[src/rtl/ip_sequencer_pkg.sv]
// Shared definitions for the instruction-pointer sequencer: opcode width and encodings.
package ip_sequencer_pkg;

    localparam int unsigned OP_WIDTH = 3;

    localparam logic [OP_WIDTH-1:0] OP_NEXT     = 3'd0;
    localparam logic [OP_WIDTH-1:0] OP_HOLD     = 3'd1;
    localparam logic [OP_WIDTH-1:0] OP_JUMP     = 3'd2;
    localparam logic [OP_WIDTH-1:0] OP_BR_EQ    = 3'd3;
    localparam logic [OP_WIDTH-1:0] OP_BR_NE    = 3'd4;
    localparam logic [OP_WIDTH-1:0] OP_CALL     = 3'd5;
    localparam logic [OP_WIDTH-1:0] OP_RET      = 3'd6;
    localparam logic [OP_WIDTH-1:0] OP_RESET_IP = 3'd7;

endpackage : ip_sequencer_pkg

[src/rtl/ip_return_stack.sv]
// LIFO return-address stack; only the occupancy count is reset, entries keep stale data.
module ip_return_stack #(
    parameter int unsigned ADDR_WIDTH  = 8,
    parameter int unsigned STACK_DEPTH = 4
) (
    input  logic                  clk,
    input  logic                  rst_n,
    input  logic                  push,
    input  logic                  pop,
    input  logic                  clear,
    input  logic [ADDR_WIDTH-1:0] push_data,
    output logic [ADDR_WIDTH-1:0] top_data,
    output logic                  empty,
    output logic                  full
);

    localparam int unsigned CNT_WIDTH = $clog2(STACK_DEPTH + 1);

    logic [CNT_WIDTH-1:0]  count;
    logic [ADDR_WIDTH-1:0] entries [STACK_DEPTH];
    logic                  do_push;
    logic                  do_pop;

    assign empty   = (count == '0);
    assign full    = (count == CNT_WIDTH'(STACK_DEPTH));
    assign do_push = push && !full && !clear;
    assign do_pop  = pop && !empty && !clear;

    always_ff @(posedge clk or negedge rst_n) begin
        if (!rst_n) begin
            count <= '0;
        end else if (clear) begin
            count <= '0;
        end else if (do_push) begin
            count <= count + CNT_WIDTH'(1);
        end else if (do_pop) begin
            count <= count - CNT_WIDTH'(1);
        end
    end

    // Storage is write-only on push; no reset so it maps onto plain flops/latch-free regs.
    always_ff @(posedge clk) begin
        for (int i = 0; i < STACK_DEPTH; i++) begin
            if (do_push && (count == CNT_WIDTH'(i))) begin
                entries[i] <= push_data;
            end
        end
    end

    // Top of stack is entry[count-1]; zero when empty.
    always_comb begin
        top_data = '0;
        for (int i = 0; i < STACK_DEPTH; i++) begin
            if (count == CNT_WIDTH'(i + 1)) begin
                top_data = entries[i];
            end
        end
    end

endmodule : ip_return_stack

[src/rtl/ip_sequencer.sv]
// Fetch-address sequencer: selects next instruction address from op, target, compare and return stack.
module ip_sequencer
    import ip_sequencer_pkg::*;
#(
    parameter int unsigned ADDR_WIDTH  = 8,
    parameter int unsigned DATA_WIDTH  = 8,
    parameter int unsigned STACK_DEPTH = 4,
    parameter int unsigned RESET_ADDR  = 0
) (
    input  logic                  clk,
    input  logic                  rst_n,
    input  logic [OP_WIDTH-1:0]   i_op,
    input  logic                  i_relative,
    input  logic [ADDR_WIDTH-1:0] i_target,
    input  logic [DATA_WIDTH-1:0] i_object,
    input  logic [DATA_WIDTH-1:0] i_condition,
    output logic [ADDR_WIDTH-1:0] o_memory_address,
    output logic [ADDR_WIDTH-1:0] o_pc,
    output logic                  o_stack_empty,
    output logic                  o_stack_full,
    output logic                  o_fault
);

    localparam logic [ADDR_WIDTH-1:0] RST_PC = ADDR_WIDTH'(RESET_ADDR);

    logic [ADDR_WIDTH-1:0] reg_pc;
    logic [ADDR_WIDTH-1:0] pc_inc;
    logic [ADDR_WIDTH-1:0] tgt;
    logic [ADDR_WIDTH-1:0] next_addr;
    logic [ADDR_WIDTH-1:0] top_data;
    logic                  operands_equal;
    logic                  push;
    logic                  pop;
    logic                  clear;
    logic                  set_fault;
    logic                  fault;

    assign pc_inc         = reg_pc + ADDR_WIDTH'(1);
    assign tgt            = i_relative ? (reg_pc + i_target) : i_target;
    assign operands_equal = (i_object == i_condition);

    // Address mux and stack/fault control, decoded from the opcode.
    always_comb begin
        next_addr = pc_inc;
        push      = 1'b0;
        pop       = 1'b0;
        clear     = 1'b0;
        set_fault = 1'b0;
        case (i_op)
            OP_NEXT:  next_addr = pc_inc;
            OP_HOLD:  next_addr = reg_pc;
            OP_JUMP:  next_addr = tgt;
            OP_BR_EQ: next_addr = operands_equal ? tgt : pc_inc;
            OP_BR_NE: next_addr = operands_equal ? pc_inc : tgt;
            OP_CALL: begin
                if (o_stack_full) begin
                    next_addr = reg_pc;
                    set_fault = 1'b1;
                end else begin
                    next_addr = tgt;
                    push      = 1'b1;
                end
            end
            OP_RET: begin
                if (o_stack_empty) begin
                    next_addr = reg_pc;
                    set_fault = 1'b1;
                end else begin
                    next_addr = top_data;
                    pop       = 1'b1;
                end
            end
            OP_RESET_IP: begin
                next_addr = RST_PC;
                clear     = 1'b1;
            end
        endcase
    end

    // Reset overrides the fetch address immediately, not just at the next edge.
    assign o_memory_address = rst_n ? next_addr : RST_PC;

    always_ff @(posedge clk or negedge rst_n) begin
        if (!rst_n) begin
            reg_pc <= RST_PC;
            fault  <= 1'b0;
        end else begin
            reg_pc <= o_memory_address;
            if (clear) begin
                fault <= 1'b0;
            end else if (set_fault) begin
                fault <= 1'b1;
            end
        end
    end

    assign o_pc    = reg_pc;
    assign o_fault = fault;

    ip_return_stack #(
        .ADDR_WIDTH  (ADDR_WIDTH),
        .STACK_DEPTH (STACK_DEPTH)
    ) u_stack (
        .clk       (clk),
        .rst_n     (rst_n),
        .push      (push),
        .pop       (pop),
        .clear     (clear),
        .push_data (pc_inc),
        .top_data  (top_data),
        .empty     (o_stack_empty),
        .full      (o_stack_full)
    );

endmodule : ip_sequencer
[config.mk]
export PLATFORM = sky130hd
export DESIGN_NAME = ip_sequencer
export DESIGN_NICKNAME = d
export VERILOG_FILES = /design/src/rtl/ip_sequencer_pkg.sv /design/src/rtl/ip_return_stack.sv /design/src/rtl/ip_sequencer.sv
export SDC_FILE = /design/constraint.sdc
export NUM_CORES = 1
export LEC_CHECK = 0
export CORE_UTILIZATION = 55
export CTS_BUF_LIST = sky130_fd_sc_hd__clkbuf_8
export DETAILED_ROUTE_END_ITERATION = 10
export HOLD_SLACK_MARGIN = 0.06
export PLACE_DENSITY = 0.82
export SLEW_MARGIN = 10
export SYNTH_ARGS = -nofsm -noshare
export SYNTH_HDL_FRONTEND = slang
export SYNTH_HIERARCHICAL = 1
export SYNTH_SLANG_ARGS = --single-unit
[constraint.sdc]
create_clock -name clk -period 5.5 [get_ports clk]
set_clock_uncertainty 0.1 [all_clocks]
set_input_delay 1.65 -clock clk [delete_from_list [all_inputs] [get_ports clk]]
set_output_delay 1.65 -clock clk [all_outputs]
set_load 0.005 [all_outputs]
After elaboration in Yosys (flattened, before gate mapping):

Memories as Yosys holds them, arrays and structs flattened.
Index checks and enable logic that the tools add are counted.

* register bits: 12
* RAM bits: 32
* input port bits: 30
* memories kept: 1

* add/sub/neg operators: 4
* equality and inequality tests: 12
* mux-type cells: 41
* reduce and logical (&&, ||, !) cells: 18

Memories
* u_stack.entries: depth 4, width 8, read ports 4, clocked after memory_dff 0, wr ports 1, RTL line ip_return_stack.sv:20 `logic [ADDR_WIDTH-1:0] entries [STACK_DEPTH];`

Operators with widths (number)
* $mux 8: 13
* $pmux 8 s8: 1
* $reduce_or 8->1: 3
* $mux 1: 20
* $eq 3x3->1 const B: 5
* $eq 3x2->1 const B: 4
* $mux 3: 3
* $add 8x1->8 const B: 1
* $add 8x8->8: 1
* $eq 8x8->1: 1
* $logic_and 1x1->1: 8
* $eq 3x1->1 const B: 2
* $logic_not 3->1: 2
* $mux 2: 3
* $add 3x1->3 const B: 1
* $logic_not 1->1: 3
* $reduce_bool 3->1: 1
* $sub 3x1->3 const B: 1
* $pmux 1 s2: 1
* $reduce_bool 2->1: 1

Longest topological paths before layout:

Gate-level depths: netlist of the first run.

* word-level depth: 12
* gate-level depth with buffers: 10

Hierarchy:

Netlist of the first run, hierarchy kept.

Modules (own cells, without submodules)
* ip_return_stack: instances 1, cells an instance 121, area an instance 1630.3 um2, sequential area each 1036.0 um2
* ip_sequencer: instances 1, cells an instance 146, area an instance 1249.9 um2, sequential area each 225.2 um2

Worst setup path before layout of the first run:

Ideal clock, no wire load.

* path kind: in2out
* start point: in i_target[1]
* end point: out o_memory_address[7]
* data arrival time: 3.271 ns
* data required time: 3.750 ns
* setup slack: 0.479 ns
* stages on the path: 7
* cells stage by stage: ha_1 > a21oi_2 > o2111ai_2 > o31ai_2 > mux2_4 > or4_4 > o211ai_2

* longest elaborated chain between the ends: 5

RTL lines
* start: declaration: RTL line ip_sequencer.sv:14 `input logic [ADDR_WIDTH-1:0] i_target,`
* $add 8x8->8 (*): RTL line ip_sequencer.sv:39 `assign tgt = i_relative ? (reg_pc + i_target) : i_target;`
* $mux 8 (*): RTL line ip_sequencer.sv:39
* $mux 8 (on tied branches): RTL line ip_sequencer.sv:56, ip_sequencer.sv:53, ip_sequencer.sv:54
* $pmux 8 s8 (*): RTL line ip_sequencer.sv:49 `case (i_op)`
* $mux 8 (*): RTL line ip_sequencer.sv:81 `assign o_memory_address = rst_n ? next_addr : RST_PC;`
* end: declaration: RTL line ip_sequencer.sv:17 `output logic [ADDR_WIDTH-1:0] o_memory_address,`

Mark *: on every way between the ends. The rest lies on a longest branch, timed or not.

Worst setup path in the final report of the first run:

* start point: in i_target[3]
* end point: out o_memory_address[7]

Same word-level chain as after synthesis.

==> metrics.yaml, run 1 <==
seq_area_frac_synth_pct: 43.8
grt_pass1_vias: 2464
placed_area_mm2: 0.00365
min_period_ns: 5.44
grt-ovfl-total: 0
die_w_um: 74.4
die-height_um: 74.4
start_util_pct: 59.0
io_pins: 49
seq_power_share_pct: 34.7
dp.final_hpwl_um: 5100
fin_nets: 395
crit_fanout: 4
finish.instance_area_mm2: 0.00386
syn_nets: 312
area_growth_pct: 34.0
drt_iter0_markers: 235
insertion_delay_ns: 0.28
multi_input_area_mm2: 0.00157
switching_share_pct: 34.7
r2r_setup_slack_ns: 2.66
drc: 0
gr-usage-all-layers_pct: 26.8
syn_inst: 267
synth_largest_area_cell: "edfxtp_1"
worstSetupPathType: "in2out"
hold_viol_final: 0
grt_max_degree: 19
hold_class: "reg2reg"
routed_via_density: 5.95
antenna_cells: 0
core-area_mm2: 0.00488
cts.sinks: 44
routabilityCongestion: 0.880
ys_warn_count: 6
seq_area_mm2: 0.00126
ys_async_sr_fraction_pct: 27.3
ir_drop_uv: 228
cpPeakStageDelay_ns: 0.41
syn_avg_cell_area_um2: 10.8
fin_crit_sh_pct: 98.9
grt_pass1_wl_um: 11100
fp-row-count: 25
fin_hold_ws_ns: 0.500
path_clk_slew_ns: 0.08
clock_path_buffers: 2
vias: 2488
cts_tree: "yes"
p_int_uw: 824
crit_path_end_kind: "output pin"
cp_slowest_cell: "or4_4"
tightest_slew_ns: 0.731
synth_top_area_share_pct: 33.4
ys_types: 64
synth_area_leaders: "edfxtp_1, dfrtp_1, ha_1"
syn-cell-area_mm2: 0.00288
worstPathCellList: "dlygate4sd2_1 > ha_4 > nand3_1 > o2111ai_2 > o31ai_2 > mux2_4 > or4_4 > o211ai_2 > buf_2"
antenna_left: 0
wl_um: 7170
fin_ws_ns: 0.0613
port-buffer-count: 48
cts_buffers: 5
synth-seq-cells: 44
setup_viol: 0
layout-drive-gt1-share_pct: 24.2
drt-pass1-iter-count: 4
routedWlPerCell_um: 17.2
p_leak_nw: 1.57
clock.fmax_ghz: 0.184
synth_top_flop_cell: "edfxtp_1"
synth_edf_count: 32
start_kind: "input port"
cp.required_ns: 3.75
die-area_mm2: 0.00553
p_comb_share_pct: 46.4
slew_viol_final: 0
status: "completed"
fillCellCount: 318
pwr-share-clk_pct: 18.8
antenna_found_initial: 0
h-tree-depth: 2
clock-root-buffer: "clkbuf_8"
postCtsHoldBufs: 0
p_switching_uw: 439
cp.arrival_ns: 3.69
pre_cts_ws_ns: -0.565
cellPowerDensity_mw_per_mm2: 327
maxCapViolCount: 0
slew_headroom_pct: 51.2
==> placed cells by master, fill, tap and decap left out, types with 3 or more instances in the layout <==
master	n
a21oi_1	15
a221o_1	8
a221oi_1	8
a22oi_1	4
and2_1	3
and3_1	4
buf_4	39
clkbuf_8	5
clkdlybuf4s50_1	34
dfrtp_1	12
dlygate4sd2_1	8
edfxtp_1	32
ha_1	8
ha_4	5
inv_1	22
mux2i_1	7
nand2_1	10
nand3_1	4
nand3b_1	9
nand4_1	3
nor2_1	13
nor2_2	5
nor2b_1	6
o21ai_0	5
o221a_2	4
xnor2_1	12
xor2_1	6
==> metrics by stage <==
stage | setup TNS, ns | util [%] | cells | power [mW]
floorplan | 0 | - | 267 | 0.787
global placement | -2.85 | 74.8 | 407 | 0.987
detailed placement | -3.01 | 74.8 | 407 | 1.00
CTS | -0.0401 | 78.1 | 417 | 1.25
global route | -0.0375 | 79.1 | 418 | 1.33
finish | 0 | 79.1 | 418 | 1.26
==> cells in the mapped netlist, types with 5 or more instances <==
master / n
xor2_1: 6
dfrtp_1: 12
mux2i_1: 7
edfxtp_1: 32
nand2_1: 10
o21ai_0: 6
ha_1: 14
a21oi_1: 16
nand3b_1: 9
a221oi_1: 9
nor2_1: 17
buf_2: 5
nor2b_1: 6
inv_1: 22
xnor2_1: 12
a221o_1: 8
==> logic make-up (layout without fill, tap and decap cells) <==
| kind of cell | after synthesis | count (layout) | synth area share (%) |
|---|---|---|---|
| AOI/OAI and AO/OA | 74 | 74 | 20.5 |
| and+or+nand+nor | 72 | 72 | 14.6 |
| DFF | 44 | 44 | 43.8 |
| buffers and inverters | 35 | 119 | 5.43 |
| xor gates and xnor gates | 18 | 18 | 5.47 |
| adders and majority gates | 15 | 15 | 6.78 |
| muxes | 9 | 9 | 3.48 |
==> power by group through the flow <==
stage	registers (mW)	clock network, mW	logic (mW)
after detailed placement	0.442	0	0.559
after global routing	0.443	0.256	0.634
final	0.439	0.238	0.586
after CTS	0.436	0.240	0.570
after floorplan	0.435	0	0.352
after global placement	0.440	0	0.547
==> critical path: cells and delay by family <==
family / cells / cell delay [ns]
muxes: 1 / 0.33
buffers and inverters: 2 / 0.41
and+or+nand+nor: 2 / 0.53
adders and majority gates: 1 / 0.26
AOI/OAI and AO/OA: 3 / 0.49
==> metal layers <==
| layer | track usage, % | vias up | share of wire, % |
|---|---|---|---|
| met5 | 0 | - | 0 |
| met3 | 4.88 | 8 | 4.2 |
| met2 | 48.2 | 78 | 52 |
| met4 | 5.45 | 0 | 1.0 |
| met1 | 33.7 | 1216 | 42 |
| li1 | - | 1186 | - |
==> path summary, 6_finish.rpt <==
check                                  from                  end  cells past startpoint
setup / recovery                i_target[3]  o_memory_address[7]                      9
hold / removal                      o_fault              o_fault                      2
setup reg to reg           u_stack/count[0]              o_pc[0]                     10
hold reg to reg                     o_fault              o_fault                      2
max in group asynchronous             rst_n              o_pc[0]                      3
min in group asynchronous             rst_n              o_fault                      2
==> cell type report <==
class / count / area share [%]
flip-flops and latches: 44 / 32.7
inverters: 24 / 2.33
clock buffers: 5 / 1.78
clock inverters: 3 / 1.10
repair buffers: 87 / 19.3
well taps: 67 / 2.17
multi-input cells: 188 / 40.6
==> repair_timing <==
action                                  in CTS  in global routing
pin swaps                                   13                  9
setup buffers                                2                  1
gates cloned                                 0                  0
resized for setup                           28                 13
endpoints found under the setup margin       8                  6
==> sequential cells by signal, summed over array words and instances, names as in the netlist <==
name and count:
o_fault 1, o_pc 8, u_stack/count 3, u_stack/entries 32
Power figures use the tool's default switching activity.
==> inputs of run 2 (changes only) <==
--- a/config.mk
+++ b/config.mk
@@ -9,6 +9,7 @@
 export CTS_BUF_LIST = sky130_fd_sc_hd__clkbuf_8
 export DETAILED_ROUTE_END_ITERATION = 10
 export HOLD_SLACK_MARGIN = 0.06
+export MAX_ROUTING_LAYER = met4
 export PLACE_DENSITY = 0.82
 export SLEW_MARGIN = 10
 export SYNTH_ARGS = -nofsm -noshare
==> run 2 against run 1 <==
Compared with the run above:
- die area is the same
- sequential power is essentially flat
- highest routed layer unchanged
- clock-buffer cell count is the same
- final area is the same
- critical path depth is the same
- combinational power is essentially flat
- via count shrank 0.96%
- maximum frequency is essentially flat
==> metrics.yaml, run 2 (synthesis results as in run 1) <==
status: "completed"  # unchanged
io_pins: 49  # unchanged
routedWlPerCell_um: 17.2  # about the same
core-area_mm2: 0.00488  # unchanged
seq_power_share_pct: 34.7  # about the same
finish.instance_area_mm2: 0.00386  # unchanged
grt_use_met2_pct: 48.2  # unchanged
crit_fanout: 4  # unchanged
p_comb_share_pct: 46.3  # was 46.4%
crit_path_end_kind: "output pin"  # unchanged
p_int_uw: 824  # about the same
seq_area_mm2: 0.00126  # unchanged
routabilityCongestion: 0.895  # was 0.880
h-tree-depth: 2  # unchanged
drt-pass1-iter-count: 4  # unchanged
fillCellCount: 318  # unchanged
maxCapViolCount: 0  # unchanged
area_growth_pct: 34.0  # unchanged
min_period_ns: 5.44  # about the same
fp-row-count: 25  # unchanged
die-area_mm2: 0.00553  # unchanged
wl_um: 7190  # was 7170 µm
slew_viol_final: 0  # unchanged
cp.required_ns: 3.75  # about the same
antenna_cells: 0  # unchanged
port-buffer-count: 48  # unchanged
start_kind: "input port"  # unchanged
p_leak_nw: 1.57  # unchanged
switching_share_pct: 34.8  # was 34.7%
path_clk_slew_ns: 0.08  # about the same
cts_tree: "yes"  # unchanged
hold_class: "reg2reg"  # unchanged
cp.arrival_ns: 3.69  # about the same
cts.sinks: 44  # unchanged
clock-root-buffer: "clkbuf_8"  # unchanged
postCtsHoldBufs: 0  # unchanged
insertion_delay_ns: 0.28  # about the same
die_w_um: 74.4  # unchanged
top_usage_layer: "met2"  # unchanged
grt_max_degree: 19  # unchanged
antenna_found_initial: 0  # unchanged
fin_nets: 395  # unchanged
slew_headroom_pct: 53.7  # was 51.2%
gr-usage-all-layers_pct: 27.6  # was 26.8%
p_switching_uw: 439  # about the same
layout-drive-gt1-share_pct: 24.2  # unchanged
placed_area_mm2: 0.00365  # unchanged
die-height_um: 74.4  # unchanged
power_mw: 1.26  # about the same
fin_crit_sh_pct: 99.0  # was 98.9%
final.setup.tns_ns: 0  # unchanged
routed_via_density: 5.89  # was 5.95
cellPowerDensity_mw_per_mm2: 327  # about the same
vias: 2464  # was 2488
pwr-share-clk_pct: 19.0  # was 18.8%
drc: 0  # unchanged
tightest_slew_ns: 0.694  # was 0.731 ns
clock_path_buffers: 2  # unchanged
grt-ovfl-total: 0  # unchanged
setup_viol: 0  # unchanged
ir_drop_uv: 229  # was 228 µV
dp.final_hpwl_um: 5100  # unchanged
multi_input_area_mm2: 0.00157  # unchanged
drt_iter0_markers: 200  # was 235
largest_reg_flops: 32  # unchanged
cts_buffers: 5  # unchanged
antenna_left: 0  # unchanged
worstSetupPathType: "in2out"  # unchanged
start_util_pct: 59.0  # unchanged
hold_viol_final: 0  # unchanged
grt_util_met3_pct: 4.07  # was 4.88%
use_met1_pct: 33.7  # about the same
grt_pass1_wl_um: 11100  # about the same
grt_pass1_vias: 2468  # was 2464
max_flop_register: "u_stack/entries"  # unchanged
final_common_cell: "buf_4"  # unchanged
final_cell_mix: "buf_4, clkdlybuf4s50_1, edfxtp_1"  # unchanged
clock.fmax_ghz: 0.184  # about the same
run 2: power groups by stage:
stage / Sequential, mW / Combinational, mW / Clock (mW)
global placement: 0.440 / 0.547 / 0
detailed placement: 0.442 / 0.559 / 0
floorplan: 0.435 / 0.352 / 0
CTS: 0.436 / 0.570 / 0.240
finish: 0.439 / 0.585 / 0.240
global route: 0.443 / 0.634 / 0.254
run 2: path summary, 6_finish.rpt:
| check | startpoint | end | slack (ns) | depth (start not counted) |
|---|---|---|---|---|
| min | o_fault | o_fault | 0.50 | 2 |
| max | i_target[3] | o_memory_address[7] | 0.06 | 9 |
| max reg2reg | u_stack/count[0] | o_pc[0] | 2.68 | 10 |
| min in group asynchronous | rst_n | o_fault | 1.57 | 2 |
| min reg2reg | o_fault | o_fault | 0.50 | 2 |
| max in group asynchronous | rst_n | o_pc[0] | 3.42 | 3 |
run 2: layout make-up:
type	count	share of cell area (%)
timing repair buffer	87	19.3
clock inverter	3	1.10
sequential	44	32.7
clock buffer	5	1.78
tap	67	2.17
inverter	24	2.33
multi-input combinational	188	40.6
run 2: worst max-delay path, cell delays in order:
cell and delay [ns]:
dlygate4sd2_1 0.27, ha_4 0.26, nand3_1 0.12, o2111ai_2 0.18
o31ai_2 0.24, mux2_4 0.33, or4_4 0.41, o211ai_2 0.08
buf_2 0.14
run 2: timing repair:
item / CTS / global route
gates resized for setup: 28 / 13
buffers inserted: 2 / 1
endpoints found under the setup margin: 8 / 6
pin swaps: 13 / 9
run 2: metal layers:
metal  part of all wire, %  wire (µm)  vias up
li1                      -          -     1182
met1                    42       2990     1194
met2                    53       3790       78
met3                   4.6        330       10
met4                   1.2         84        0
met5                     0          0        -
run 2: through the flow:
step / util [%] / cells / hold WS (ns) / setup slack [ns]
after floorplan: - / 267 / 0.433 / 0.479
after global placement: 74.8 / 407 / 0.453 / -0.549
after detailed placement: 74.8 / 407 / 0.488 / -0.565
after CTS: 78.1 / 417 / 0.503 / -0.0401
after global routing: 79.1 / 418 / 0.536 / -0.0352
final: 79.1 / 418 / 0.499 / 0.0577
==> inputs of run 3 (changes only) <==
--- a/config.mk
+++ b/config.mk
@@ -9,7 +9,6 @@
 export CTS_BUF_LIST = sky130_fd_sc_hd__clkbuf_8
 export DETAILED_ROUTE_END_ITERATION = 10
 export HOLD_SLACK_MARGIN = 0.06
-export MAX_ROUTING_LAYER = met4
 export PLACE_DENSITY = 0.82
 export SLEW_MARGIN = 10
 export SYNTH_ARGS = -nofsm -noshare
==> results of run 3 <==
Final layout, timing and power as in run 1 (identical DEF).
==> edit (flow settings as in run 2) <==
Put one more register stage on the output `o_fault`, with the module's reset. The value now appears one clock later. The other outputs are not delayed to match.
--- a/src/rtl/ip_sequencer.sv
+++ b/src/rtl/ip_sequencer.sv
@@ -97,3 +97,9 @@
     assign o_pc    = reg_pc;
-    assign o_fault = fault;
+    always_ff @(posedge clk or negedge rst_n) begin
+        if (!rst_n) begin
+            o_fault <= '0;
+        end else begin
+            o_fault <= fault;
+        end
+    end
 
Behaviour: not the same (Yosys sat finds a counterexample within 4 cycles, from zero or initial values and one cycle with rst_n low).
==> edit against run 2 <==
The flow now finishes with violations (negative setup slack). Die area down 2.8%. Final area up 3.6%. Synthesized cell count down 2.6%. Combinational power up 14%. Critical path depth unchanged. Non-clock buffer count up 25. Wire length up 40%. Power up 5.5%. Sequential cell count up 1. Sequential power up 4%. Worst setup slack worse by 0.21 ns. Synthesized area down 2.9%.
==> edit: results (changes against run 2) <==
placement:
  place_congestion: 0.913  # +2.0%
  dp_hpwl_um: 5300  # +4.0%
  place_area_um2: 3580  # -1.8%
timing:
  worst_slack_ns: -0.153  # -0.210 ns
  tightestPinTransition_ns: 0.662  # -0.0319 ns
  final-setup-viol-count: 4  # +4
global_routing:
  track_usage_pct: 34.7  # +7.1 points
  grt_use_met2_pct: 54.1  # +5.9 points
  grt_pass1_vias: 2532  # +2.6%
  use_met1_pct: 44.2  # +10 points
cts:
  cts-resized-gates: 22  # -21%
  insertion_delay_ns: 0.31  # +0.03 ns
  cts_setup_buffers: 21  # +19
drt:
  drt-met1-wl_um: 3590  # +20%
  wl_per_cell_um: 23.1  # +34%
  num_vias: 2954  # +20%
worst_hold_path:
  hold_depth: 0  # -2
  holdCritStartpoint: "fault"
  min_to: "o_fault"
logic_synthesis:
  syn_nets: 305  # -2.2%
  synth_compound_area_share_pct: 19.1  # -1.4 points
  yosysSeqAreaShare_pct: 46.0  # +2.2 points
  synthMuxAreaShare_pct: 3.67  # +0.19 points
  synth_commonest_cells: "32 x edfxtp_1, 23 x a21oi_1, 18 x inv_1, 15 x nor2_1"
  ys_types: 50  # -22%
  synth_fa_ha_area_share_pct: 6.98  # +0.20 points
  synth_xor_area_share_pct: 5.95  # +0.47 points
cells_and_area:
  finalNetCount: 413  # +4.6%
  drive_gt1_share_pct: 26.6  # +2.3 points
critical_path:
  critPathMaxFanout: 2  # -2
  r2r_cells: 29  # +19
  startpoint: "i_target[5]"
  cp_slowest_stage_delay_ns: 0.47  # +0.06 ns
  timing.rr.end: "o_pc[4]"
  crit_path_top_delay_cell: "clkdlybuf4s50_1"
pwr:
  pwr-share-comb_pct: 50.0  # +3.7 points
  leakagePower_nw: 1.82  # +16%
  switchingPower_mw: 0.512  # +16%
run_status:
  violations: "negative setup slack"
  status: "complete, but fails checks"
-- edit: changes by cell type after synthesis, sizes merged, moves of 4 or more --
cell	delta
a222oi	+4
mux2i	-5
mux2	+5
o221a	-4
inv	-5
a21oi	+6
-- edit: stage by stage --
stage,instances,worst slack [ns],total power [mW],hold slack (ns),setup TNS (ns)
finish,436,-0.153,1.33,0.377,-0.278
CTS,429,-0.116,1.26,0.304,-0.116
floorplan,260,0.562,0.787,0.270,0
detailed placement,400,-0.443,1.01,0.283,-2.28
global route,436,-0.190,1.38,0.382,-0.596
global placement,400,-0.387,0.992,0.277,-1.88
-- edit: cell type report --
cell class	instances	area, µm²
multi-input cells	185	1470
flip-flops and latches	45	1290
repair buffers	112	1000
fillers	254	817
well taps	67	83.8
inverters	19	71.3
clock buffers	5	68.8
clock inverters	3	17.5
-- edit: logic make-up (layout without fill, tap and decap cells) --
family	Yosys count	after routing
compound gates	72	72
simple gates	70	70
flops	45	45
buf+inv	30	139
xor+xnor	19	19
fa+ha+maj	15	15
mux	9	9
